`config.mk`:
```
export PLATFORM = sky130hd
export DESIGN_NAME = ps2_cmd_decoder_flat
export DESIGN_NICKNAME = d
export VERILOG_FILES = /design/src/rtl/tetris_keys_pkg.sv /design/src/rtl/ps2_cmd_decoder_if.sv /design/src/rtl/cmd_timer.sv /design/src/rtl/ps2_cmd_decoder.sv /design/src/flat_wrapper.sv
export SDC_FILE = /design/constraint.sdc
export NUM_CORES = 1
export LEC_CHECK = 0
export CAP_MARGIN = 20
export CORE_UTILIZATION = 55
export DETAILED_ROUTE_END_ITERATION = 7
export PLACE_DENSITY = 0.86
export SETUP_SLACK_MARGIN = 0.02
export SLEW_MARGIN = 15
export SYNTH_ARGS = -nofsm -noshare
export SYNTH_HDL_FRONTEND = slang
export SYNTH_SLANG_ARGS = --single-unit
export TNS_END_PERCENT = 1
```
`constraint.sdc`:
```
create_clock -name iVGA_CLK -period 2.85 [get_ports iVGA_CLK]
set_input_delay 0.4275 -clock iVGA_CLK [delete_from_list [all_inputs] [get_ports iVGA_CLK]]
set_output_delay 0.4275 -clock iVGA_CLK [all_outputs]
set_load 0.05 [all_outputs]
```
`src/rtl/tetris_keys_pkg.sv`:
```
// Shared PS/2 scan-code constants and parser state encoding for the tetris
// keyboard path (decoder, move and shape logic all import this).
package tetris_keys_pkg;

  localparam logic [7:0] KEY_EXT   = 8'hE0;
  localparam logic [7:0] KEY_BRK   = 8'hF0;
  localparam logic [7:0] KEY_DROP  = 8'h29;
  localparam logic [7:0] KEY_LEFT  = 8'h6B;
  localparam logic [7:0] KEY_RIGHT = 8'h74;
  localparam logic [7:0] KEY_DOWN  = 8'h72;
  localparam logic [7:0] KEY_ROT   = 8'h75;

  typedef enum logic [1:0] {
    PS_IDLE    = 2'd0,
    PS_EXT     = 2'd1,
    PS_BRK     = 2'd2,
    PS_EXT_BRK = 2'd3
  } ps2_state_e;

  // Drop is the only plain command; the arrows/rotate only count after E0.
  function automatic logic is_cmd(input ps2_state_e st, input logic [7:0] code);
    logic hit;
    hit = 1'b0;
    if (st == PS_IDLE) begin
      hit = (code == KEY_DROP);
    end else if (st == PS_EXT) begin
      hit = (code == KEY_LEFT) || (code == KEY_RIGHT) ||
            (code == KEY_DOWN) || (code == KEY_ROT);
    end
    return hit;
  endfunction

endpackage

```
`src/rtl/ps2_cmd_decoder_if.sv`:
```
// Byte-strobe input and command output bundle between the PS/2 receiver,
// the command decoder and the game controller.
interface ps2_cmd_decoder_if;
  logic [7:0] ps2_byte;
  logic       ps2_valid;
  logic       press;
  logic [7:0] ps2_out;
  logic       busy;

  modport master (
    output ps2_byte, ps2_valid,
    input  press, ps2_out, busy
  );

  modport slave (
    input  ps2_byte, ps2_valid,
    output press, ps2_out, busy
  );
endinterface

```
`src/rtl/cmd_timer.sv`:
```
// Hold/gap timer: start raises press for PRESS_CYCLES cycles, then busy
// stays high for GAP_CYCLES more cycles before a new start is honoured.
module cmd_timer #(
  parameter int PRESS_CYCLES = 4000000,
  parameter int GAP_CYCLES   = 2000000
) (
  input  logic iVGA_CLK,
  input  logic reset,
  input  logic start,
  output logic press,
  output logic busy
);

  localparam int HW = (PRESS_CYCLES < 1) ? 1 : $clog2(PRESS_CYCLES + 1);
  localparam int GW = (GAP_CYCLES < 1) ? 1 : $clog2(GAP_CYCLES + 1);
  localparam logic [HW-1:0] HOLD_LAST = HW'(PRESS_CYCLES);
  localparam logic [GW-1:0] GAP_LAST  = GW'(GAP_CYCLES);

  logic          press_q, press_d;
  logic          busy_q, busy_d;
  logic [HW-1:0] hold_cnt_q, hold_cnt_d;
  logic [GW-1:0] gap_cnt_q, gap_cnt_d;

  always_comb begin
    press_d    = press_q;
    busy_d     = busy_q;
    hold_cnt_d = hold_cnt_q;
    gap_cnt_d  = gap_cnt_q;
    if (start && !busy_q) begin
      press_d    = 1'b1;
      busy_d     = 1'b1;
      hold_cnt_d = HW'(1);
    end else if (press_q) begin
      if (hold_cnt_q == HOLD_LAST) begin
        press_d    = 1'b0;
        hold_cnt_d = '0;
        if (GAP_CYCLES == 0) begin
          busy_d = 1'b0;
        end else begin
          gap_cnt_d = GW'(1);
        end
      end else begin
        hold_cnt_d = hold_cnt_q + HW'(1);
      end
    end else if (busy_q) begin
      // busy is still high during the terminal gap cycle, so a code landing
      // exactly then is rejected by the decoder.
      if (gap_cnt_q == GAP_LAST) begin
        busy_d    = 1'b0;
        gap_cnt_d = '0;
      end else begin
        gap_cnt_d = gap_cnt_q + GW'(1);
      end
    end
  end

  always_ff @(posedge iVGA_CLK or posedge reset) begin
    if (reset) begin
      press_q    <= 1'b0;
      busy_q     <= 1'b0;
      hold_cnt_q <= '0;
      gap_cnt_q  <= '0;
    end else begin
      press_q    <= press_d;
      busy_q     <= busy_d;
      hold_cnt_q <= hold_cnt_d;
      gap_cnt_q  <= gap_cnt_d;
    end
  end

  assign press = press_q;
  assign busy  = busy_q;

endmodule

```
`src/rtl/ps2_cmd_decoder.sv`:
```
// PS/2 scan-code parser: tracks E0/F0 prefixes, filters make codes down to
// the tetris command set and hands accepted codes to the hold/gap timer.
module ps2_cmd_decoder
  import tetris_keys_pkg::*;
#(
  parameter int PRESS_CYCLES = 4000000,
  parameter int GAP_CYCLES   = 2000000
) (
  input  logic               iVGA_CLK,
  input  logic               reset,
  ps2_cmd_decoder_if.slave   bus
);

  ps2_state_e state_q;
  logic [7:0] out_q;
  logic       accept;
  logic       press;
  logic       busy;

  assign accept = bus.ps2_valid && !busy && is_cmd(state_q, bus.ps2_byte);

  always_ff @(posedge iVGA_CLK or posedge reset) begin
    if (reset) begin
      state_q <= PS_IDLE;
      out_q   <= 8'h00;
    end else if (bus.ps2_valid) begin
      unique case (state_q)
        PS_IDLE: begin
          if (bus.ps2_byte == KEY_EXT)      state_q <= PS_EXT;
          else if (bus.ps2_byte == KEY_BRK) state_q <= PS_BRK;
          else                              state_q <= PS_IDLE;
        end
        PS_EXT: begin
          if (bus.ps2_byte == KEY_BRK)      state_q <= PS_EXT_BRK;
          else if (bus.ps2_byte == KEY_EXT) state_q <= PS_EXT;
          else                              state_q <= PS_IDLE;
        end
        // Release byte (or a stray prefix) after F0 is swallowed.
        PS_BRK, PS_EXT_BRK: state_q <= PS_IDLE;
        default:            state_q <= PS_IDLE;
      endcase
      if (accept) begin
        out_q <= bus.ps2_byte;
      end
    end
  end

  cmd_timer #(
    .PRESS_CYCLES (PRESS_CYCLES),
    .GAP_CYCLES   (GAP_CYCLES)
  ) u_timer (
    .iVGA_CLK (iVGA_CLK),
    .reset    (reset),
    .start    (accept),
    .press    (press),
    .busy     (busy)
  );

  assign bus.press   = press;
  assign bus.busy    = busy;
  assign bus.ps2_out = out_q;

endmodule

```
`src/flat_wrapper.sv`:
```
// flat-port wrapper written by rule: the top's interface ports become plain ports
module ps2_cmd_decoder_flat import tetris_keys_pkg::*;
#(
  parameter int PRESS_CYCLES = 4000000,
  parameter int GAP_CYCLES   = 2000000
)
  (iVGA_CLK, reset, bus_ps2_byte, bus_ps2_valid, bus_press, bus_ps2_out, bus_busy);
  ps2_cmd_decoder_if bus_i ();
  input  logic iVGA_CLK;
  input  logic reset;
  input wire logic [$bits(bus_i.ps2_byte)-1:0] bus_ps2_byte;
  input wire logic [$bits(bus_i.ps2_valid)-1:0] bus_ps2_valid;
  output wire logic [$bits(bus_i.press)-1:0] bus_press;
  output wire logic [$bits(bus_i.ps2_out)-1:0] bus_ps2_out;
  output wire logic [$bits(bus_i.busy)-1:0] bus_busy;
  assign bus_i.ps2_byte = bus_ps2_byte;
  assign bus_i.ps2_valid = bus_ps2_valid;
  assign bus_press = bus_i.press;
  assign bus_ps2_out = bus_i.ps2_out;
  assign bus_busy = bus_i.busy;
  ps2_cmd_decoder #(.PRESS_CYCLES(PRESS_CYCLES), .GAP_CYCLES(GAP_CYCLES)) u_core (.iVGA_CLK(iVGA_CLK), .reset(reset), .bus(bus_i));
endmodule
```
### Yosys cells after proc, flatten, opt, wreduce, memory -nomap -nowiden

Index checks and enable logic that the tools add are counted.

| storage, ports and cells | value |
|---|---|
| bits in registers | 55 |
| bits in latches | 0 |
| memory bits (writable) | 0 |
| bits in read-only memories | 0 |
| bits of input ports | 11 |
| output and inout port bits | 10 |
| logic and storage cells | 57 |
| memories kept | 0 |

| cells by class | value |
|---|---|
| add/subtract/negate cells | 2 |
| $mul | 0 |
| divide/modulo/power cells | 0 |
| magnitude comparators | 0 |
| eq/ne operators | 14 |
| shift-type cells | 0 |
| mux-type cells | 21 |
| bitwise operators | 1 |
| reductions and logical operators | 13 |

Operator list:

| operator | count |
|---|---|
| two-way mux 21 bit | 4 |
| two-way mux 22 bit | 3 |
| equality test 8 x 7 -> 1 bit (second input constant) | 4 |
| adder 22 x 1 -> 22 bit (second input constant) | 1 |
| equality test 22 bit (second input constant) | 1 |
| adder 21 x 1 -> 21 bit (second input constant) | 1 |
| equality test 21 bit (second input constant) | 1 |
| equality test 8 bit (second input constant) | 2 |
| two-way mux 1 bit | 10 |
| equality test 8 x 6 -> 1 bit (second input constant) | 1 |
| two-way mux 2 bit | 3 |
| case mux 2 bit (3 select lines) | 1 |
| equality test 2 bit (second input constant) | 2 |
| inequality test 2 x 1 -> 1 bit (second input constant) | 2 |
| nonzero test 2 bit | 2 |
| logical AND 1 bit | 3 |
| logical OR 1 bit | 3 |
| AND reduction 3 bit | 1 |
| equality test 2 x 1 -> 1 bit (second input constant) | 1 |
| logical NOT 2 bit | 1 |
| AND reduction 2 bit | 1 |
| OR reduction 2 bit | 1 |
| logical NOT 1 bit | 1 |
| NOT 1 bit | 1 |

### Depth between registers and ports, before layout

| logic depth | value |
|---|---|
| depth in word-level cells | 10 |
| depth in mapped cells | 9 |
| gate-level depth less buffers | 8 |

### By module

From an unflattened synthesis, not the netlist that was laid out.

| second synthesis, totals | value |
|---|---|
| cells, all modules | 343 |
| area total of the unflattened synthesis | 3,159.3 µm² |

Modules (own cells, without submodules):

| module | times used | cells an instance | area an instance (µm²) | seq. area each (µm²) |
|---|---|---|---|---|
| cmd_timer | 1 | 297 | 2,668.8 | 1,126.1 |
| ps2_cmd_decoder | 1 | 46 | 490.5 | 250.2 |

### Worst setup path before layout

OpenSTA, ideal clock, no wires.

| timing | value |
|---|---|
| path type | reg-to-reg |
| start point | register u_core.u_timer.gap_cnt_q[6] |
| end point | register u_core.u_timer.gap_cnt_q[20] |
| library setup time | 0.137 ns |
| data arrival time | 2.000 ns |
| data required time | 2.713 ns |
| setup slack | 0.713 ns |
| stages on the path, launching flop included | 8 |
| buffers on the path | 1 |
| period minus slack after synthesis | 2.137 ns |
| path through | dfrtp_1 > or4b_1 > or4b_4 > nor2_4 > nor2_4 > buf_6 > o311ai_0 > nand3_1 |

| on the way | value |
|---|---|
| cells in the longest elaborated chain, start to end | 4 |
| elaborated cells on any way between the ends | 5 |
| classes of those cells | add/sub: 1; eq/ne: 1; mux: 3 |

RTL lines:

| what | line | RTL |
|---|---|---|
| start: declaration | cmd_timer.sv:22 | `logic [GW-1:0] gap_cnt_q, gap_cnt_d;` |
| start signal: assignment | cmd_timer.sv:67 | `gap_cnt_q <= gap_cnt_d;` |
| adder 21 x 1 -> 21 bit / equality test 21 bit (equally long branches) | cmd_timer.sv:52, cmd_timer.sv:48 |  |
| two-way mux 21 bit (*) | cmd_timer.sv:48 | `if (gap_cnt_q == GAP_LAST) begin` |
| two-way mux 21 bit (*) | cmd_timer.sv:45 | `end else if (busy_q) begin` |
| two-way mux 21 bit (*) | cmd_timer.sv:33 | `end else if (press_q) begin` |

Mark *: on every way between the ends. The rest lies on a longest branch, timed or not. The select of a mux whose other input is x is not followed.
A chain may end at the register's enable or synchronous reset.

### Worst setup path after layout

| timing | value |
|---|---|
| start point | register u_core.u_timer.hold_cnt_q[0] |
| end point | register u_core.u_timer.gap_cnt_q[0] |

| on the way | value |
|---|---|
| cells in the longest elaborated chain, start to end | 3 |

RTL lines:

| what | line | RTL |
|---|---|---|
| start: declaration | cmd_timer.sv:21 | `logic [HW-1:0] hold_cnt_q, hold_cnt_d;` |
| start signal: assignment | cmd_timer.sv:66 | `hold_cnt_q <= hold_cnt_d;` |
| equality test 22 bit | cmd_timer.sv:34 | `if (hold_cnt_q == HOLD_LAST) begin` |
| inequality test 2 x 1 -> 1 bit (no line) | - |  |
| AND reduction 3 bit (no line) | - |  |

Every way passes these cells.

==> results.json <==
{
  "whs_ns": 0.475,
  "worstPathMaxFanout": 12,
  "via_per_inst": 6.28,
  "hold_path.class": "flip-flop to flip-flop",
  "ys_ff_latch": 55,
  "initial_core_util": 0.582,
  "synth-edff-count": 0,
  "chipHeight_um": 76.0,
  "syn_area_um2": 3010,
  "avgSynthCellArea_um2": 8.96,
  "firstDrtPassIters": 5,
  "track_usage": 0.242,
  "crit_buf_inv": 1,
  "grt_max_degree": 38,
  "peakVddDrop_uv": 387,
  "max_cap_violations": 0,
  "dp.cells": 422,
  "tritoncts": "built",
  "worst_slew_pin_slew_ns": 0.747,
  "synth.distinct_cells": 48,
  "io_buffers": 20,
  "reg2reg_depth": 8,
  "first_global_vias": 2482,
  "p_total_uw": 1620,
  "clkSinkCount": 55,
  "antenna_cells": 0,
  "grt_overflow": 0,
  "drive_gt1_frac": 0.0861,
  "p_per_area_nw_per_um2": 473,
  "insertion_delay_ns": 0.31,
  "crit_required_ns": 3.04,
  "crit_family": "simple AND/OR/NAND/NOR gates",
  "cts_inserted_buffers": 5,
  "rows": 26,
  "wl_um": 6760,
  "finish.utilization": 0.660,
  "clk_path_buf_depth": 2,
  "rsz0062_at_grt": "no",
  "vias": 2700,
  "cts_resized": 0,
  "drc": 0,
  "finalClockSkew_ns": 0.0159,
  "gp_congestion": 0.905,
  "fmaxAchievable_ghz": 0.399,
  "fp.dieArea_um2": 5770,
  "holdPathStages": 1,
  "worstSetupPathType": "flip-flop to flip-flop",
  "startpoint_type": "flip-flop",
  "drt-initial-drc-count": 253,
  "crit_path_end_kind": "flip-flop",
  "antenna_found_initial": 0,
  "ios": 21,
  "hold_buffers": 0,
  "fin_nets": 374,
  "areaGrowthSynthToFinish_pct": 13.4,
  "die_w_um": 76.0,
  "cp.depth": 8,
  "cts_max_level": 2,
  "synth-main-ff-cell": "dfrtp_1",
  "fin_setup_tns_ns": 0,
  "nFillCells": 399,
  "post-cts-setup-buffers": 0,
  "synth_nets": 351,
  "grt_first_pass_wirelength_um": 11400,
  "avgRoutedWirePerCell_um": 15.7,
  "clock-root-buffer": "clkbuf_8",
  "relSlewSlack": 0.501,
  "crit_chain": "inv_1 > ha_1 > nor4bb_1 > nand4_1 > nor2_1 > a21oi_1 > nor2_2 > mux2_2",
  "fin_cells": 430,
  "dp_hpwl_um": 4650,
  "synth_cells": 336,
  "synth_area_leaders": "dfrtp_1 (46%), nor2_1 (4.9%), a31oi_1 (4.6%)",
  "finalCritPeriodShare": 0.879,
  "setup_viol": 0,
  "detail-route-antenna-nets": 0,
  "yosysWarnings": 0,
  "status": "complete, no violations",
  "yosysSeqAreaShare": 0.457,
  "hold_viol": 0,
  "drv_slew": 0,
  "clk_pin_slew_ns": 0.09,
  "synth_top_area_frac": 0.457,
  "p_leak_uw": 0.00137,
  "cp_slowest_cell": "nor2_2",
  "critPathArrivalTime_ns": 2.69,
  "timing.final.crit_period_ns": 2.50,
  "async_flop_share": 1.00,
  "cpPeakStageDelay_ns": 0.47,
  "coreArea_um2": 5170,
  "synth_top_area_cell": "dfrtp_1"
}
==> cell usage in the layout (no fill, tap or decap), drive strengths merged, types with 2 or more instances in the layout <==
master / n
nor3: 8
mux2: 7
nor2: 42
xor2: 4
a31oi: 22
ha: 4
a21oi: 23
nor4bb: 3
nor4b: 3
o21ai: 22
nand4: 11
a21boi: 2
inv: 10
or3: 7
nand2: 30
and4: 3
buf: 8
dfrtp: 55
clkbuf: 6
nor2b: 3
nor3b: 5
nand2b: 3
nor4: 4
and3: 9
o31ai: 2
or4b: 2
nand3: 20
and2: 2
nand3b: 5
clkdlybuf4s50: 20
a2bb2oi: 2
==> per-layer routing <==
layer  part of all wire  global-route usage
met1               0.44               0.335
met4             0.0037              0.0538
met3              0.056              0.0373
met2               0.50               0.403
met5                  0                   0
==> layout make-up <==
| type | count | area, um2 | area share |
|---|---|---|---|
| flip-flops and latches | 55 | 1380 | 0.403 |
| inverters | 10 | 37.5 | 0.0110 |
| well taps | 70 | 87.6 | 0.0257 |
| clock inverters | 2 | 35.0 | 0.0103 |
| multi-input cells | 259 | 1530 | 0.449 |
| repair buffers | 28 | 260 | 0.0762 |
| clock buffers | 6 | 82.6 | 0.0242 |
==> cells in the mapped netlist, types with 2 or more instances <==
master / number
dfrtp_1: 55
nor2_1: 39
nand2_1: 30
a21oi_1: 23
a31oi_1: 22
nand3_1: 20
o21ai_0: 20
nand4_1: 11
inv_1: 10
and3_1: 9
nor3_1: 8
mux2_2: 7
or3_1: 7
clkbuf_1: 5
nand3b_1: 5
nor3b_1: 5
buf_2: 4
ha_1: 4
nor4_1: 4
xor2_1: 4
and4_1: 3
nand2b_1: 3
nor2b_1: 3
nor4b_1: 3
nor4bb_1: 3
a21boi_0: 2
a2bb2oi_1: 2
and2_1: 2
buf_6: 2
nor2_4: 2
o31ai_1: 2
==> power breakdown <==
part | internal (uW) | total (uW) | switching (uW)
sequential | 829 | 897 | 68.3
combinational | 87.2 | 184 | 96.7
clock | 285 | 534 | 249
==> through the flow <==
step / setup slack, ns / area (um2)
6_report: 0.345 / 3410
5_1_grt: 0.189 / 3410
4_1_cts: 0.356 / 3410
3_5_place_dp: 0.207 / 3300
3_3_place_gp: 0.271 / 3300
2_1_floorplan: 0.713 / 3010
==> path summary, 6_finish.rpt <==
kind / startpoint / to / slack (ns)
min in group asynchronous: reset / u_core.state_q[1] / 0.56
max in group asynchronous: reset / u_core.u_timer.hold_cnt_q[6] / 1.63
worst max register to register: u_core.u_timer.hold_cnt_q[0] / u_core.u_timer.gap_cnt_q[0] / 0.35
worst max-delay path: u_core.u_timer.hold_cnt_q[0] / u_core.u_timer.gap_cnt_q[0] / 0.35
worst min-delay path: u_core.bus.ps2_out[5] / u_core.bus.ps2_out[5] / 0.48
worst min register to register: u_core.bus.ps2_out[5] / u_core.bus.ps2_out[5] / 0.48
==> cells by family after synthesis <==
group | share of synthesized area
simple gates | 0.289
mux | 0.0295
fa+ha+maj | 0.0166
xor+xnor | 0.0146
compound gates | 0.159
buf+inv | 0.0341
flops | 0.457
==> sequential cells by signal, indices dropped and copies added (netlist names) <==
register	cells
u_core.state_q	2
u_core.bus.ps2_out	8
u_core.u_timer.press	1
u_core.u_timer.gap_cnt_q	21
u_core.u_timer.hold_cnt_q	22
u_core.u_timer.busy	1
No activity file was read; power rests on OpenSTA's default activity.
